**config.mk**
```make
export PLATFORM = sky130hd
export DESIGN_NAME = tile_painter_flat
export DESIGN_NICKNAME = d
export VERILOG_FILES = /design/src/rtl/tetris_pkg.sv /design/src/rtl/tile_painter_if.sv /design/src/rtl/tile_scan_counter.sv /design/src/rtl/tile_painter.sv /design/src/flat_wrapper.sv
export SDC_FILE = /design/constraint.sdc
export NUM_CORES = 1
export LEC_CHECK = 0
export BUFFER_PORTS_ARGS = -buffer_cell sky130_fd_sc_hd__buf_4
export CORE_MARGIN = 10
export CORE_UTILIZATION = 55
export DETAILED_ROUTE_END_ITERATION = 8
export PLACE_DENSITY = 0.75
export SLEW_MARGIN = 20
export SYNTH_ARGS = -nofsm -noshare
export SYNTH_HDL_FRONTEND = slang
export SYNTH_HIERARCHICAL = 1
export SYNTH_SLANG_ARGS = --single-unit
```
**constraint.sdc**
```tcl
create_clock -name clock -period 5.42 [get_ports clock]
set_input_delay 1.084 -clock clock [delete_from_list [all_inputs] [get_ports clock]]
set_output_delay 1.084 -clock clock [all_outputs]
set_load 0.1 [all_outputs]
```
**src/rtl/tetris_pkg.sv**
```systemverilog
// Shared constants, painter state encoding and cell-address helper for the
// board drawing path (frame is SCREEN_W x SCREEN_H colour indices).
package tetris_pkg;

    localparam int SCREEN_W = 640;
    localparam int SCREEN_H = 480;
    localparam int CELL_PX  = 20;
    localparam int ADDR_W   = 19;
    localparam int INDEX_W  = 8;

    typedef enum logic [0:0] {
        IDLE  = 1'b0,
        PAINT = 1'b1
    } painterState_e;

    // Frame address of a cell's top-left pixel, wrapping at ADDR_W bits.
    function automatic logic [ADDR_W-1:0] cellBase(
        input logic [4:0]        row,
        input logic [3:0]        col,
        input logic [ADDR_W-1:0] x0,
        input logic [ADDR_W-1:0] y0
    );
        logic [ADDR_W-1:0] topY;
        topY = y0 + ADDR_W'(row) * ADDR_W'(CELL_PX);
        return topY * ADDR_W'(SCREEN_W) + x0 + ADDR_W'(col) * ADDR_W'(CELL_PX);
    endfunction

endpackage

```
**src/rtl/tile_painter_if.sv**
```systemverilog
// Request handshake from game logic plus the frame-memory write port.
// master = requester / memory side, slave = tile_painter.
interface tile_painter_if;

    logic                           req_valid;
    logic                           req_ready;
    logic [3:0]                     req_col;
    logic [4:0]                     req_row;
    logic [tetris_pkg::INDEX_W-1:0] req_index;
    logic                           wren;
    logic [tetris_pkg::ADDR_W-1:0]  wr_addr;
    logic [tetris_pkg::INDEX_W-1:0] wr_data;
    logic                           done;
    logic                           err;

    modport master (
        output req_valid, req_col, req_row, req_index,
        input  req_ready, wren, wr_addr, wr_data, done, err
    );

    modport slave (
        input  req_valid, req_col, req_row, req_index,
        output req_ready, wren, wr_addr, wr_data, done, err
    );

endinterface

```
**src/rtl/tile_scan_counter.sv**
```systemverilog
// Raster scan over one cell: px/py counters and running row-base address.
// Exposes the address and border flag of the pixel that follows the current one.
module tile_scan_counter
    import tetris_pkg::*;
(
    input  logic              clock,
    input  logic              reset,
    input  logic              start,
    input  logic              step,
    input  logic [ADDR_W-1:0] base,
    output logic [ADDR_W-1:0] nextAddr,
    output logic              nextOnEdge,
    output logic              lastPixel
);

    localparam logic [4:0] LAST = 5'(CELL_PX - 1);

    logic [4:0]        px;
    logic [4:0]        py;
    logic [4:0]        nextPx;
    logic [4:0]        nextPy;
    logic [ADDR_W-1:0] rowBase;
    logic [ADDR_W-1:0] nextRowBase;
    logic              wrapX;

    always_comb begin
        wrapX       = (px == LAST);
        nextPx      = wrapX ? 5'd0 : px + 5'd1;
        nextPy      = wrapX ? py + 5'd1 : py;
        nextRowBase = wrapX ? rowBase + ADDR_W'(SCREEN_W) : rowBase;
        nextAddr    = nextRowBase + ADDR_W'(nextPx);
        nextOnEdge  = (nextPx == 5'd0) || (nextPx == LAST) ||
                      (nextPy == 5'd0) || (nextPy == LAST);
        lastPixel   = wrapX && (py == LAST);
    end

    always_ff @(posedge clock) begin
        if (reset) begin
            px      <= '0;
            py      <= '0;
            rowBase <= '0;
        end else if (start) begin
            px      <= '0;
            py      <= '0;
            rowBase <= base;
        end else if (step) begin
            px      <= nextPx;
            py      <= nextPy;
            rowBase <= nextRowBase;
        end
    end

endmodule

```
**src/rtl/tile_painter.sv**
```systemverilog
// Paints one 20x20 board cell into the colour-index frame, one pixel per clock.
// Optional outline colour when TILE_PAINTER_BORDER_EN is defined.
//
// state | meaning
// IDLE  | ready for a request; out-of-range requests pulse err and are dropped
// PAINT | streaming 400 raster-order writes; requests ignored
module tile_painter
    import tetris_pkg::*;
#(
    parameter int unsigned         BOARD_X0     = 200,
    parameter int unsigned         BOARD_Y0     = 0,
    parameter int unsigned         COLS         = 10,
    parameter int unsigned         ROWS         = 24,
    parameter logic [INDEX_W-1:0]  BORDER_INDEX = 8'd1
) (
    input logic          clock,
    input logic          reset,
    tile_painter_if.slave bus
);

    localparam logic [0:0] ST_IDLE  = IDLE;
    localparam logic [0:0] ST_PAINT = PAINT;

    logic [0:0]         state;
    logic [INDEX_W-1:0] latchedIndex;
    logic [ADDR_W-1:0]  base;
    logic [ADDR_W-1:0]  nextAddr;
    logic               nextOnEdge;
    logic               lastPixel;
    logic               accept;
    logic               inRange;
    logic               startScan;
    logic               stepScan;
    logic [INDEX_W-1:0] firstData;
    logic [INDEX_W-1:0] nextData;

    assign bus.req_ready = (state == ST_IDLE);
    assign accept        = bus.req_valid && bus.req_ready;
    assign inRange       = (32'(bus.req_col) < COLS) && (32'(bus.req_row) < ROWS);
    assign startScan     = accept && inRange;
    assign stepScan      = (state == ST_PAINT) && !lastPixel;
    assign base          = cellBase(bus.req_row, bus.req_col,
                                    ADDR_W'(BOARD_X0), ADDR_W'(BOARD_Y0));

`ifdef TILE_PAINTER_BORDER_EN
    // Scan always begins on the top-left corner, which is part of the outline.
    assign firstData = BORDER_INDEX;
    assign nextData  = nextOnEdge ? BORDER_INDEX : latchedIndex;
`else
    logic unusedBorder;
    assign firstData    = bus.req_index;
    assign nextData     = latchedIndex;
    assign unusedBorder = ^{BORDER_INDEX, nextOnEdge};
`endif

    tile_scan_counter scan (
        .clock     (clock),
        .reset     (reset),
        .start     (startScan),
        .step      (stepScan),
        .base      (base),
        .nextAddr  (nextAddr),
        .nextOnEdge(nextOnEdge),
        .lastPixel (lastPixel)
    );

    always_ff @(posedge clock) begin
        if (reset) begin
            state        <= ST_IDLE;
            latchedIndex <= '0;
            bus.wren     <= 1'b0;
            bus.wr_addr  <= '0;
            bus.wr_data  <= '0;
            bus.done     <= 1'b0;
            bus.err      <= 1'b0;
        end else begin
            bus.done <= 1'b0;
            bus.err  <= 1'b0;
            case (state)
                ST_IDLE: begin
                    if (accept) begin
                        if (inRange) begin
                            state        <= ST_PAINT;
                            latchedIndex <= bus.req_index;
                            bus.wren     <= 1'b1;
                            bus.wr_addr  <= base;
                            bus.wr_data  <= firstData;
                        end else begin
                            bus.err <= 1'b1;
                        end
                    end
                end
                ST_PAINT: begin
                    if (lastPixel) begin
                        state    <= ST_IDLE;
                        bus.wren <= 1'b0;
                        bus.done <= 1'b1;
                    end else begin
                        bus.wr_addr <= nextAddr;
                        bus.wr_data <= nextData;
                    end
                end
                default: state <= ST_IDLE;
            endcase
        end
    end

endmodule

```
**src/flat_wrapper.sv**
```systemverilog
// flat-port wrapper written by rule: the top's interface ports become plain ports
module tile_painter_flat import tetris_pkg::*;
#(
    parameter int unsigned         BOARD_X0     = 200,
    parameter int unsigned         BOARD_Y0     = 0,
    parameter int unsigned         COLS         = 10,
    parameter int unsigned         ROWS         = 24,
    parameter logic [INDEX_W-1:0]  BORDER_INDEX = 8'd1
)
  (clock, reset, bus_req_valid, bus_req_col, bus_req_row, bus_req_index, bus_req_ready, bus_wren, bus_wr_addr, bus_wr_data, bus_done, bus_err);
  tile_painter_if bus_i ();
  input logic clock;
  input logic reset;
  input wire logic [$bits(bus_i.req_valid)-1:0] bus_req_valid;
  input wire logic [$bits(bus_i.req_col)-1:0] bus_req_col;
  input wire logic [$bits(bus_i.req_row)-1:0] bus_req_row;
  input wire logic [$bits(bus_i.req_index)-1:0] bus_req_index;
  output wire logic [$bits(bus_i.req_ready)-1:0] bus_req_ready;
  output wire logic [$bits(bus_i.wren)-1:0] bus_wren;
  output wire logic [$bits(bus_i.wr_addr)-1:0] bus_wr_addr;
  output wire logic [$bits(bus_i.wr_data)-1:0] bus_wr_data;
  output wire logic [$bits(bus_i.done)-1:0] bus_done;
  output wire logic [$bits(bus_i.err)-1:0] bus_err;
  assign bus_i.req_valid = bus_req_valid;
  assign bus_i.req_col = bus_req_col;
  assign bus_i.req_row = bus_req_row;
  assign bus_i.req_index = bus_req_index;
  assign bus_req_ready = bus_i.req_ready;
  assign bus_wren = bus_i.wren;
  assign bus_wr_addr = bus_i.wr_addr;
  assign bus_wr_data = bus_i.wr_data;
  assign bus_done = bus_i.done;
  assign bus_err = bus_i.err;
  tile_painter #(.BOARD_X0(BOARD_X0), .BOARD_Y0(BOARD_Y0), .COLS(COLS), .ROWS(ROWS), .BORDER_INDEX(BORDER_INDEX)) u_core (.clock(clock), .reset(reset), .bus(bus_i));
endmodule
```
# [Yosys cells after proc, flatten, opt, wreduce, memory -nomap -nowiden]
# Cells that the tools add are included.
[op_classes] addsub=6 n_mul=3 div_mod_pow=0 order_cmp=2 eq_ne=6 shift=0 mux=22 bitwise_logic=2 reduce_logical=14
[ops] op="2-to-1 mux 19 bit" count=6
[ops] op="one-hot mux 19 bit (2 select lines)" count=1
[ops] op="2-to-1 mux 8 bit" count=3
[ops] op="adder 19 x 10 -> 19 bit (second input constant)" count=1
[ops] op="adder 19 x 5 -> 19 bit" count=1
[ops] op="adder 19 x 8 -> 19 bit (second input constant)" count=1
[ops] op="adder 19 x 9 -> 19 bit" count=1
[ops] op="one-hot mux 8 bit (2 select lines)" count=1
[ops] op="adder 5 x 1 -> 5 bit (second input constant)" count=2
[ops] op="== test 5 bit (second input constant)" count=2
[ops] op="multiplier 8 x 3 -> 10 bit (second input constant)" count=1
[ops] op="AND reduction 3 bit" count=3
[ops] op="multiplier 5 x 3 -> 8 bit (second input constant)" count=1
[ops] op="2-to-1 mux 1 bit" count=8
[ops] op="inequality test 2 bit (second input constant)" count=4
[ops] op="multiplier 4 x 3 -> 7 bit (second input constant)" count=1
[ops] op="logical AND 1 bit" count=5
[ops] op="less-than comparator 5 bit (second input constant)" count=1
[ops] op="2-to-1 mux 5 bit" count=1
[ops] op="less-than comparator 4 bit (second input constant)" count=1
[ops] op="one-hot mux 1 bit (2 select lines)" count=2
[ops] op="OR reduction 2 bit" count=2
[ops] op="OR reduction 3 bit" count=1
[ops] op="inverter 1 bit" count=2
[ops] op="3 further kinds" count=3
[totals] regBits=68 latch_bits=0 ram_bits=0 romBits=0 inputBits=20 output_inout_bits=31 elab_cells=65 mem_count=0

# [Depth between registers and ports, before layout]
[logic_depth] ltp_word=7 depth_mapped=17 mapped_depth_nobuf=15

# [Modules after synthesis]
# Netlist, hierarchy kept.
[by_module_without_submodules] mod="tile_scan_counter" n_inst=1 cells_per_inst=304 area_each_um2=2508.7 seq_area_each_um2=580.6
[by_module_without_submodules] mod="tile_painter" n_inst=1 cells_per_inst=280 area_each_um2=2459.9 seq_area_each_um2=780.7

# [Least setup slack after synthesis]
# OpenSTA, ideal clock, no wires.
[synth_timing] kind="input to register" startpoint="input bus_req_row[1]" endpoint="register u_core.scan.rowBase[18]" setup_ns=0.086 t_arrival_ns=3.989 required_time_ns=5.334 slack_ns=1.346 stages=13 cell_sequence="ha_1 > ha_1 > fa_1 > xor2_1 > ha_1 > ha_1 > o21ai_0 > nor2_1 > o311ai_1 > nand3_2 > xnor2_2 > nor2_1 > a211oi_1"
[synth_via] elab_chain_cells=5 elab_cells_between_ends=9 classes_between="2 x add/sub; 2 x mul; 1 x order compare; 1 x mux; 3 x reduce/logical"
[synth_rtl] element="start, declared" line="flat_wrapper.sv:16" source="input wire logic [$bits(bus_i.req_row)-1:0] bus_req_row;"
[synth_rtl] element="multiplier 5 x 3 -> 8 bit" line="tetris_pkg.sv:24" source="topY = y0 + ADDR_W'(row) * ADDR_W'(CELL_PX);"
[synth_rtl] element="multiplier 8 x 3 -> 10 bit" line="tetris_pkg.sv:25" source="return topY * ADDR_W'(SCREEN_W) + x0 + ADDR_W'(col) * ADDR_W'(CELL_PX);"
[synth_rtl] element="adder 19 x 8 -> 19 bit" line="tetris_pkg.sv:25"
[synth_rtl] element="adder 19 x 9 -> 19 bit" line="tetris_pkg.sv:25"
[synth_rtl] element="net u_core.base[18]" line="tile_painter.sv:26" source="logic [ADDR_W-1:0] base;"
[synth_rtl] element="2-to-1 mux 19 bit" line="tile_scan_counter.sv:42" source="end else if (start) begin"
[synth_rtl] element="end signal, assigned" line="tile_scan_counter.sv:45" source="rowBase <= base;"
[synth_rtl] element="end signal, assigned" line="tile_scan_counter.sv:49" source="rowBase <= nextRowBase;"
[synth_rtl] element="end, declared" line="tile_scan_counter.sv:22" source="logic [ADDR_W-1:0] rowBase;"
# The timed path passes the listed nets, and every way through them passes these cells.
# A chain may end at the register's enable or synchronous reset.

# [Worst setup path in the final report]
# Ends and elaborated chain as after synthesis.

==> flow_summary_export.csv <==
group,metric,value,unit
detailed_routing,drt-total-wl,11300,um
placed_design,routabilityCongestion,0.909,
floorplan,start_util,0.559,
sta,finalSetupTns,0,ns
floorplan,core_area,0.00864,mm^2
floorplan,row_count,34,
floorplan,boundaryPins,51,
sta,rsz0062_at_grt,"no",
sta,period_share,0.768,
sta,max_freq,240,MHz
logic_synthesis,syn_inst,565,
placed_design,portBuffers,50,
worst_setup_path,rr_worst_depth,14,
detailed_routing,drt_iter0_markers,198,
worst_setup_path,timing.rr.start,"u_core/scan/px[0]$_SDFFE_PP0P_",
clock_tree,post_cts_resized,0,
sta,finalSetupViolCount,0,
logic_synthesis,syn_avg_cell_area,8.54,um^2
worst_setup_path,rrSetupSlack,1.56,ns
grt,grt_pass1_vias,4036,
job,maxCapViolCount,0,
cells_and_area,syn_to_final_growth,11.5,%
pwr,vdd_drop_max,0.194,mV
sta,tightest_slew,0.828,ns
cells_and_area,utilization,0.623,
detailed_routing,drtPass1Iterations,4,
grt,grt_max_degree,62,
clock_tree,clock_tree.root_cell,"clkbuf_8",
worst_setup_path,critPathLaunchType,"input port",
sta,finalCriticalPeriod,4.16,ns
worst_hold_path,hold_path.class,"reg -> reg",
sta,report.final.hold_viol_count,0,
detailed_routing,routed_via_density,5.81,
worst_setup_path,required,5.69,ns
detailed_routing,routedWlPerCell,15.9,um
clock_tree,cts.path.max_buffers,2,
logic_synthesis,netlist_area,0.00482,mm^2
worst_setup_path,crit_type,"in -> reg",
pwr,power_leakage,2.20,nW
worst_hold_path,hold_path_depth,2,
clock_tree,htree_levels,3,
sta,skew,0.00999,ns
worst_hold_path,holdPathEnd,"u_core/bus.wr_addr[9]$_SDFFE_PP0P_",
detailed_routing,detail-route-antenna-nets,0,
worst_setup_path,critPathArrivalTime,4.43,ns
worst_setup_path,r2r_end,"u_core/bus.wr_addr[16]$_SDFFE_PP0P_",
cells_and_area,regArea,0.00136,mm^2
clock_tree,post_cts_buffers,0,
grt,grt_remaining_overflow,0,
outcome,status,"complete, no violations",
floorplan,dieArea,0.0129,mm^2
cells_and_area,antenna_cells,0,
floorplan,die_h,114,um
grt,grt_pass1_wl,19100,um
pwr,power_density,311,mW/mm^2
clock_tree,cts_made_buffers,9,
worst_setup_path,endpoint_kind,"register",
cells_and_area,drive_gt1_frac,0.163,
grt,grt_use_total,0.173,
clock_tree,path_clk_slew,0.08,ns
grt,grt_antenna_before_repair,0,
worst_hold_path,min-delay-start,"u_core/bus.wr_addr[9]$_SDFFE_PP0P_",
sta,finalMaxSlewViolations,0,
detailed_routing,vias,4132,
worst_setup_path,critPathMaxFanout,6,
placed_design,dp_hpwl,8240,um
cells_and_area,final_nets,654,
cells_and_area,fill_cells,772,
floorplan,die-width,114,um
sta,max_slew_margin,0.447,
cells_and_area,multi_input_area,0.00320,mm^2
clock_tree,clk_latency,0.36,ns
detailed_routing,drc,0,
clock_tree,cts_sinks,68,
clock_tree,cts_tree,"yes",
logic_synthesis,ys_warn_count,6,
clock_tree,cts_hold_buf,0,
==> placed cells by master, fill, tap and decap left out, types with 3 or more instances in the layout <==
| cell | count |
|---|---|
| nor2_1 | 72 |
| dfxtp_1 | 68 |
| buf_4 | 54 |
| nand2_1 | 54 |
| a21oi_1 | 38 |
| xnor2_1 | 33 |
| ha_1 | 32 |
| a211oi_1 | 24 |
| mux2i_1 | 24 |
| xor2_1 | 21 |
| inv_1 | 17 |
| nand3_1 | 15 |
| o21ai_0 | 10 |
| clkbuf_8 | 9 |
| nand2b_1 | 8 |
| nand4_1 | 6 |
| o211ai_1 | 6 |
| nor3_1 | 5 |
| and3_1 | 5 |
| and4_1 | 5 |
| nor2b_1 | 4 |
| nor3b_1 | 4 |
| or3_1 | 4 |
| a22oi_1 | 4 |
| fa_1 | 4 |
| inv_6 | 3 |
| a21o_1 | 3 |
| a211oi_2 | 3 |
| a311oi_1 | 3 |
| nor4b_4 | 3 |
| o2bb2ai_1 | 3 |
==> critical path: stages <==
cell	delay, ns
buf_4	0.14
ha_1	0.29
ha_1	0.23
fa_1	0.41
xor2_1	0.25
ha_1	0.28
ha_1	0.35
o21ai_0	0.21
nor2_1	0.12
o311ai_1	0.48
nand3_2	0.17
xnor2_2	0.17
nor2_1	0.06
a211oi_1	0.20
==> routing by layer <==
| metal | global-route usage | vias up | wire [um] |
|---|---|---|---|
| met1 | 0.218 | 1964 | 5080 |
| met3 | 0.0430 | 14 | 601 |
| met4 | 0.0431 | 0 | 142 |
| met5 | 0 | - | 0 |
| met2 | 0.289 | 87 | 5450 |
| li1 | - | 2067 | - |
==> how the worst max path moves through the flow <==
| stage | startpoint | endpoint | slack, ns | depth (start not counted) |
|---|---|---|---|---|
| floorplan | bus_req_row[1] | u_core/scan/rowBase[18]$_SDFFE_PP0N_ | 1.35 | 13 |
| global placement | bus_req_row[1] | u_core/scan/rowBase[17]$_SDFFE_PP0N_ | 1.03 | 13 |
| detailed placement | bus_req_row[1] | u_core/scan/rowBase[18]$_SDFFE_PP0N_ | 0.88 | 14 |
| CTS | bus_req_row[1] | u_core/scan/rowBase[18]$_SDFFE_PP0N_ | 1.26 | 14 |
| global route | bus_req_row[1] | u_core/scan/rowBase[18]$_SDFFE_PP0N_ | 1.08 | 14 |
| finish | bus_req_row[1] | u_core/scan/rowBase[18]$_SDFFE_PP0N_ | 1.26 | 14 |
==> flip-flops by register name (all words and copies together), names as in the netlist <==
register	cells
u_core/state	1
u_core/bus.wr_data	8
u_core/scan/px	5
u_core/latchedIndex	8
u_core/bus.wren	1
u_core/scan/py	5
u_core/bus.wr_addr	19
u_core/bus.err	1
u_core/bus.done	1
u_core/scan/rowBase	19
==> final cells by class <==
cell class                 instances  share of cell area
timing repair buffer              54              0.0754
clock buffer                       9              0.0230
tap                              108              0.0251
multi-input combinational        445               0.594
inverter                          20              0.0140
sequential                        68               0.253
clock inverter                     7              0.0154
==> metrics by stage <==
step                      instance area (um^2)  hold slack (ns)  power (W)  instances  setup WS (ns)
after floorplan                           4830            0.436    0.00111        566           1.35
after detailed placement                  5170            0.451    0.00124        695          0.877
final                                     5380            0.458    0.00167        711           1.26
after global placement                    5170            0.441    0.00123        695           1.03
after global routing                      5380            0.483    0.00177        711           1.08
after CTS                                 5380            0.461    0.00169        711           1.26
==> power by group <==
part / total (W) / leakage [nW] / switching [W] / internal [W]
Clock: 0.000444 / 0.0988 / 0.000224 / 0.000220
Combinational: 0.000646 / 1.54 / 0.000438 / 0.000208
Sequential: 0.000584 / 0.557 / 0.0000419 / 0.000542
Total: 0.00167 / 2.20 / 0.000704 / 0.000970
Power figures use the tool's default switching activity.
